`src/rtl/perf_counter_bank_pkg.sv`:
```
// Shared types and constants for the performance counter bank.
package perf_counter_bank_pkg;

    // Default byte address of counter channel 0.
    localparam logic [15:0] PERF_BASE_ADDR = 16'hFFC0;

    // Run trackers are wide enough for thresholds up to 15.
    localparam int PERF_RUN_W = 4;

    // CTRL register layout: bit0 EN, bit1 SAT.
    typedef struct packed {
        logic sat;
        logic en;
    } perf_ctrl_t;

    // Per-channel counting mode.
    typedef enum logic {
        PERF_RUN   = 1'b0,
        PERF_CYCLE = 1'b1
    } perf_mode_t;

    // Counting enabled, wrap arithmetic.
    localparam perf_ctrl_t PERF_CTRL_RESET = '{sat: 1'b0, en: 1'b1};

endpackage

```
`src/rtl/perf_channel.sv`:
```
// One counter channel: counter, run tracker, saturate/wrap increment
// and the store-load port.
module perf_channel
    import perf_counter_bank_pkg::*;
#(
    parameter int         CNT_WIDTH  = 16,
    parameter int         RUN_THRESH = 2,
    parameter perf_mode_t MODE       = PERF_CYCLE
) (
    input  logic                 clk,
    input  logic                 reset,
    input  logic                 en,
    input  logic                 sat,
    input  logic                 ev,
    input  logic                 wr,
    input  logic [CNT_WIDTH-1:0] wdata,
    output logic [CNT_WIDTH-1:0] count
);

    localparam logic [PERF_RUN_W-1:0] THRESH = PERF_RUN_W'(RUN_THRESH);

    logic [PERF_RUN_W-1:0] run;
    logic [PERF_RUN_W-1:0] run_next;
    logic                  bump;
    logic [CNT_WIDTH-1:0]  count_next;

    // All-ones either holds (saturating) or rolls over to zero.
    function automatic logic [CNT_WIDTH-1:0] incr(input logic [CNT_WIDTH-1:0] c,
                                                   input logic s);
        if (&c) begin
            return s ? c : '0;
        end
        return c + CNT_WIDTH'(1);
    endfunction

    // Decide whether this cycle bumps the counter and advance the run tracker.
    always_comb begin
        run_next = '0;
        bump     = 1'b0;
        if (MODE == PERF_CYCLE) begin
            bump = en & ev;
        end else if (en && ev) begin
            run_next = (run == THRESH) ? THRESH : run + PERF_RUN_W'(1);
            bump     = (run == THRESH - PERF_RUN_W'(1));
        end
        count_next = bump ? incr(count, sat) : count;
    end

    // Reset beats a store, and a store beats a simultaneous event.
    always_ff @(posedge clk) begin
        if (reset) begin
            count <= '0;
            run   <= '0;
        end else if (wr) begin
            count <= wdata;
            run   <= '0;
        end else begin
            count <= count_next;
            run   <= run_next;
        end
    end

endmodule

```
`src/rtl/perf_counter_bank.sv`:
```
// Memory-mapped event counter bank beside the MEM stage: address decode,
// CTRL register and the load-data overlay.
module perf_counter_bank
    import perf_counter_bank_pkg::*;
#(
    parameter int          NUM_CH     = 9,
    parameter int          CNT_WIDTH  = 16,
    parameter logic [15:0] BASE_ADDR  = PERF_BASE_ADDR,
    parameter int          RUN_THRESH = 2,
    parameter logic [NUM_CH-1:0] CH_MODE = '1
) (
    input  logic              clk,
    input  logic              reset,
    input  logic [NUM_CH-1:0] events,
    input  logic              mmio_read,
    input  logic              mmio_write,
    input  logic [15:0]       mmio_addr,
    input  logic [15:0]       mmio_wdata,
    input  logic [15:0]       mem_rdata_in,
    output logic [15:0]       mem_rdata_out,
    output logic              mmio_hit
);

    logic [15:0]          off;
    logic [14:0]          idx;
    logic                 ch_hit;
    logic                 ctrl_hit;
    perf_ctrl_t           ctrl;
    logic [CNT_WIDTH-1:0] count [NUM_CH];
    logic [15:0]          sel;
    logic                 unused_bits;

    // Word index relative to the window base; byte bit 0 is ignored.
    assign off      = mmio_addr - BASE_ADDR;
    assign idx      = off[15:1];
    assign ch_hit   = (idx < 15'(NUM_CH));
    assign ctrl_hit = (idx == 15'(NUM_CH));
    assign mmio_hit = ch_hit | ctrl_hit;

    assign unused_bits = ^{off[0], mmio_wdata};

    for (genvar i = 0; i < NUM_CH; i++) begin : g_ch
        perf_channel #(
            .CNT_WIDTH (CNT_WIDTH),
            .RUN_THRESH(RUN_THRESH),
            .MODE      (CH_MODE[i] ? PERF_CYCLE : PERF_RUN)
        ) u_ch (
            .clk  (clk),
            .reset(reset),
            .en   (ctrl.en),
            .sat  (ctrl.sat),
            .ev   (events[i]),
            .wr   (mmio_write && ch_hit && (idx == 15'(i))),
            .wdata(mmio_wdata[CNT_WIDTH-1:0]),
            .count(count[i])
        );
    end

    // CTRL register; an EN change only affects events from the next cycle on.
    always_ff @(posedge clk) begin
        if (reset) begin
            ctrl <= PERF_CTRL_RESET;
        end else if (mmio_write && ctrl_hit) begin
            ctrl <= perf_ctrl_t'(mmio_wdata[1:0]);
        end
    end

    // Select the addressed register, zero-extended to the data-path width.
    always_comb begin
        sel = '0;
        if (ctrl_hit) begin
            sel = {14'b0, ctrl};
        end
        for (int i = 0; i < NUM_CH; i++) begin
            if (idx == 15'(i)) begin
                sel = 16'(count[i]);
            end
        end
        mem_rdata_out = (mmio_read && mmio_hit) ? sel : mem_rdata_in;
    end

endmodule
```
`config.mk`:
```
export PLATFORM = sky130hd
export DESIGN_NAME = perf_counter_bank
export DESIGN_NICKNAME = d
export VERILOG_FILES = /design/src/rtl/perf_counter_bank_pkg.sv /design/src/rtl/perf_channel.sv /design/src/rtl/perf_counter_bank.sv
export SDC_FILE = /design/constraint.sdc
export NUM_CORES = 1
export LEC_CHECK = 0
export ABC_AREA = 1
export ABC_CLOCK_PERIOD_IN_PS = 3900
export BUFFER_PORTS_ARGS = -buffer_cell sky130_fd_sc_hd__clkbuf_2
export CAP_MARGIN = 20
export CELL_PAD_IN_SITES_DETAIL_PLACEMENT = 0
export CELL_PAD_IN_SITES_GLOBAL_PLACEMENT = 1
export CORE_MARGIN = 3
export CORE_UTILIZATION = 40
export CTS_CLUSTER_DIAMETER = 60
export DETAILED_ROUTE_END_ITERATION = 10
export MAX_ROUTING_LAYER = met4
export PLACE_DENSITY = 0.82
export SKIP_CTS_REPAIR_TIMING = 1
export SLEW_MARGIN = 20
export SYNTH_ARGS = -nofsm -noshare
export SYNTH_HDL_FRONTEND = slang
export SYNTH_SLANG_ARGS = --single-unit
```
`constraint.sdc`:
```
create_clock -name clk -period 3.9 [get_ports clk]
set_input_delay 0.195 -clock clk [delete_from_list [all_inputs] [get_ports clk]]
set_output_delay 0.195 -clock clk [all_outputs]
set_load 0.03 [all_outputs]
```
# Yosys cells after proc, flatten, opt, wreduce, memory -nomap -nowiden
# Index checks and enable logic that the tools add are counted.
[word_totals]
ff_bits = 146
elab_cells = 147
[op_classes]
add_sub_neg = 10
order_cmp = 1
eq_ne = 18
n_mux = 57
bitwise_logic = 10
reduce_logical = 40
[ops]
columns = ["op", "count"]
rows = [
  ["$mux W16", 47],
  ["$add A16 B1 Y16 const B", 9],
  ["$reduce_and A16 Y1", 9],
  ["$eq A15 B3 Y1 const B", 4],
  ["$ne A4 B3 Y1 const B", 9],
  ["$eq A15 B2 Y1 const B", 2],
  ["$eq A15 B4 Y1 const B", 2],
  ["$reduce_and A2 Y1", 9],
  ["$reduce_bool A2 Y1", 9],
  ["$sub A16 B16 Y16 const B", 1],
  ["$eq A15 B1 Y1 const B", 1],
  ["$logic_not A15 Y1", 1],
  ["$lt A15 B4 Y1 const B", 1],
  ["$logic_and A1 B1 Y1", 12],
  ["$and A1 B1 Y1", 9],
  ["$mux W1", 9],
  ["$mux W2", 1],
  ["$or A1 B1 Y1", 1],
]

# Logic depth before layout (Yosys ltp)
[depth]
ltp_word = 13
mapped_depth = 19
depth_no_buf = 18

# Hierarchy
# From an unflattened synthesis, not the netlist that was laid out.
[hier_totals]
cells_unflattened = 2165
hier_area_um2 = 12504.5
[by_module_without_submodules]
columns = ["module", "instances", "cells_per_inst", "area_per_inst_um2", "seq_area_each_um2"]
rows = [
  ["perf_channel", 9, 189, 1163.6, 320.3],
  ["perf_counter_bank", 1, 464, 2031.9, 40.0],
]

# Worst setup path after synthesis
# OpenSTA, ideal clock, no wires.
[synth_path]
path_type = "input to output"
from = "in mmio_addr[6]"
to = "out mem_rdata_out[10]"
arrival_time_ns = 2.089
required_time_ns = 3.705
path_slack_ns = 1.616
stages = 16
path_buffers = 3
cell_sequence = "ha_1 > inv_1 > nor2_1 > nand2_1 > nand2_2 > inv_2 > nor2_8 > buf_6 > buf_6 > nand2_1 > nand2_2 > nand2_2 > buf_2 > a21oi_1 > nand2_1 > nand2_1"
[synth_via]
word_cells_on_any_way = 24
classes_between = "add/sub: 1; order compare: 1; eq/ne: 9; mux: 10; bitwise: 1; reduce/logical: 2"
[synth_lines]
columns = ["element", "line_no", "text"]
rows = [
  ["start: declaration", "perf_counter_bank.sv:17", "input logic [15:0] mmio_addr,"],
  ["$sub A16 B16 Y16 *", "perf_counter_bank.sv:34", "assign off = mmio_addr - BASE_ADDR;"],
  ["$lt A15 B4 Y1 / $eq A15 B4 Y1 (equally long branches)", "perf_counter_bank.sv:36, perf_counter_bank.sv:37", ""],
  ["$or A1 B1 Y1 *", "perf_counter_bank.sv:38", "assign mmio_hit = ch_hit | ctrl_hit;"],
  ["via mmio_hit", "perf_counter_bank.sv:21", "output logic mmio_hit"],
  ["$logic_and A1 B1 Y1 *", "perf_counter_bank.sv:79", "mem_rdata_out = (mmio_read && mmio_hit) ? sel : mem_rdata_in;"],
  ["$mux W16 *", "perf_counter_bank.sv:79", ""],
  ["end: declaration", "perf_counter_bank.sv:20", "output logic [15:0] mem_rdata_out,"],
]
# The timed path passes the listed nets; every way through them passes the cells marked *.

# Worst setup path in the final report
[layout_path]
from = "in mmio_addr[6]"
to = "out mem_rdata_out[8]"
[layout_via]
elab_chain_cells = 12
word_cells_on_any_way = 24
classes_between = "add/sub: 1; order compare: 1; eq/ne: 9; mux: 10; bitwise: 1; reduce/logical: 2"
[layout_rtl]
columns = ["element", "line_no", "text"]
rows = [
  ["$sub A16 B16 Y16 *", "perf_counter_bank.sv:34", ""],
  ["$logic_not A15 Y1", "perf_counter_bank.sv:75", "if (idx == 15'(i)) begin"],
  ["$mux W16 (9 in series)", "perf_counter_bank.sv:75", ""],
  ["$mux W16 *", "perf_counter_bank.sv:79", ""],
]
# Mark *: on every way between the ends. The rest lies on a longest branch, timed or not.

==> flow_summary.yaml <==
yosys:
  avgSynthCellArea_um2: 5.95
  syn_inst: 1985
  synthArstFlopShare_pct: 0
  synth.most_common_cell: "nand2_1"
  ys_warn_count: 0
  synthTopCellsByArea: "dfxtp_1 (25%), nand2_1 (14%), inv_1 (9.7%), nor2_1 (7.9%), nand3_1 (6.4%)"
  syn_area_um2: 11800
  synth.distinct_cells: 52
  synth-main-ff-cell: "dfxtp_1"
  ys_seq_area_share_pct: 24.8
  synthTopCellsByCount: "nand2_1 (455), inv_1 (304), nor2_1 (249)"
  synth_area_leader_cell: "dfxtp_1"
  synth_edf_count: 0
  syn_nets: 2056
  ys_seq_elements: 146
  synth_top_area_share_pct: 24.8
drt:
  dr.pass1.iters: 6
  drt-wirelength-per-cell_um: 18.7
  drtIter0Drc: 1704
  vias: 13400
  wirelength_um: 45400
  drc: 0
  post_drt_via_cell_ratio: 5.52
  final_antenna_net_count: 0
placement:
  dpl.cell_count: 2391
  place_congestion: 1.00
  hpwl_um: 33700
  io_buffer_count: 76
cts:
  cts_buffer_depth: 2
  clk_pin_slew_ns: 0.06
  tritoncts: "yes"
  root_buffer: "clkbuf_16"
  cts_buffers: 17
  clkLatencyLatePin_ns: 0.45
  clock_sinks: 146
  cts_htree_levels: 4
timing:
  fin_crit_sh_pct: 82.0
  maxSlewViolCount: 0
  skew_ns: 0.0105
  maxSlewHeadroom_pct: 33.9
  hold_viol_final: 0
  final.min_clock_period_ns: 3.20
  timing.fmax_mhz: 313
  setup_viol_count_final: 0
  worst_pin_slew_ns: 0.991
  rsz0062_at_grt: "false"
  tns_ns: 0
floorplanning:
  row_count: 62
  design.die.area_um2: 31600
  die_h_um: 178
  die_w_um: 178
  ios: 78
  start_util_pct: 40.8
  core_area_um2: 28900
finish:
  finish.utilization_pct: 44.8
  nFillCells: 3169
  final_nets: 2097
  layout-drive-gt1-share_pct: 9.76
  area_growth_pct: 9.84
  diodes: 0
  final_cells: 2423
setup_path:
  cp-end-kind: "output port"
  critPathTopFamily: "simple AND/OR/NAND/NOR gates"
  crit_required_ns: 3.70
  cp_max_fo: 14
  cp-start-kind: "input port"
  crit_buf_inv: 3
  path_class: "in2out"
  path_common_cell: "nand2_1"
  critical_path.max_stage_delay_ns: 0.40
  arrival_ns: 3.00
  critPathSlowestCell: "nor2_1"
  crit_chain: "clkbuf_2, ha_1, inv_1, nand2_1, nand2_1, nand2_1, nor2_2, nand2_1, nor2_1, nand3_1, o21ai_0, nor2_1, nand3_1, nand2_1, nand3_1, nand2_1, nand2_1, clkbuf_2"
  r2r_setup_slack_ns: 1.10
power:
  power_leakage_nw: 5.54
  power_density_nw_per_um2: 280
  intPower_w: 0.00263
  combPwrFrac_pct: 9.8
  seq_power_share_pct: 42.7
  peakVddDrop_v: 0.000324
  clkPwrFrac_pct: 47.5
  switching_power_w: 0.00100
  switching_share_pct: 27.6
job:
  cap_violations: 0
global_routing:
  grt_pass1_vias: 11900
  antenna_found_initial: 0
  track_usage_pct: 29.6
  grt_pass1_wl_um: 69100
  grt_max_degree: 77
  grt.overflow.total: 0
min_path:
  hp-class: "in2reg"
outcome:
  outcome: "finished, final reports clean"
## power groups by stage
stage          Sequential [W]  Clock [W]  Combinational (W)
2_1_floorplan         0.00157          0           0.000208
3_3_place_gp          0.00158          0           0.000350
3_5_place_dp          0.00158          0           0.000351
4_1_cts               0.00155    0.00174           0.000352
5_1_grt               0.00155    0.00181           0.000385
6_report              0.00155    0.00173           0.000357
## metrics by stage
| stage | total power, W | cell area [µm²] | setup WS, ns | hold slack (ns) |
|---|---|---|---|---|
| finish | 0.00364 | 13000 | 0.702 | 0.0763 |
| global route | 0.00375 | 13000 | 0.434 | 0.0933 |
| CTS | 0.00365 | 13000 | 0.771 | 0.0755 |
| detailed placement | 0.00193 | 12400 | 0.771 | 0.494 |
| global placement | 0.00193 | 12400 | 0.817 | 0.491 |
| floorplan | 0.00178 | 11800 | 1.62 | 0.333 |
## layer usage
layer  GRT usage (%)  wire [µm]
met5               -          0
met4            10.7       1680
met3            6.10       4180
met2            42.9      19000
met1            40.6      20600
## layout make-up
class,instances,area [µm²],area share (%)
multi-input cells,1452,7280,56.2
flip-flops and latches,146,2920,22.5
inverters,324,1220,9.41
clock buffers,24,502,3.87
well taps,384,480,3.70
repair buffers,85,460,3.55
clock inverters,8,100,0.772
## path summary, 6_finish.rpt
path | from | to | depth (start not counted)
worst max-delay path | mmio_addr[6] | mem_rdata_out[8] | 18
worst min-delay path | mmio_wdata[7] | g_ch[2].u_ch.count[7] | 3
worst max register to register | g_ch[6].u_ch.count[0] | g_ch[6].u_ch.count[11] | 15
worst min register to register | g_ch[4].u_ch.count[12] | g_ch[4].u_ch.count[12] | 2
## worst min-delay path: cells and delay by family
kind	cells	cell delay (ns)
AOI/OAI and AO/OA	1	0.07
buffers and inverters	1	0.12
and+or+nand+nor	1	0.07
## flip-flops by register name (all words and copies together) (netlist names)
register,flops
g_ch.u_ch.count,144
ctrl,2
## layout by cell type, fill, tap and decap left out, drive strengths merged, types with 2 or more instances in the layout
master	synthesis	layout
a211oi	3	3
a21oi	74	74
a22oi	2	2
a31oi	15	15
buf	34	9
bufinv	0	2
clkbuf	29	100
clkinv	2	3
clkinvlp	0	4
dfxtp	146	146
ha	10	10
inv	322	323
nand2	478	478
nand3	157	157
nand3b	7	7
nand4	50	50
nor2	267	267
nor3	46	46
nor3b	2	2
nor4	5	5
o211ai	32	32
o21ai	178	178
o21bai	4	4
o221ai	7	7
o22ai	40	40
o31ai	2	2
or2	5	5
xnor2	12	12
xor2	51	51
## logic make-up after synthesis
kind of cell    count (synthesis)  synth area share (%)
simple gates                 1019                  38.6
buf+inv                       387                  13.6
compound gates                360                  17.4
flops                         146                  24.8
xor+xnor                       63                  4.67
fa+ha+maj                      10                  1.06
(Power assumes the default switching activity.)
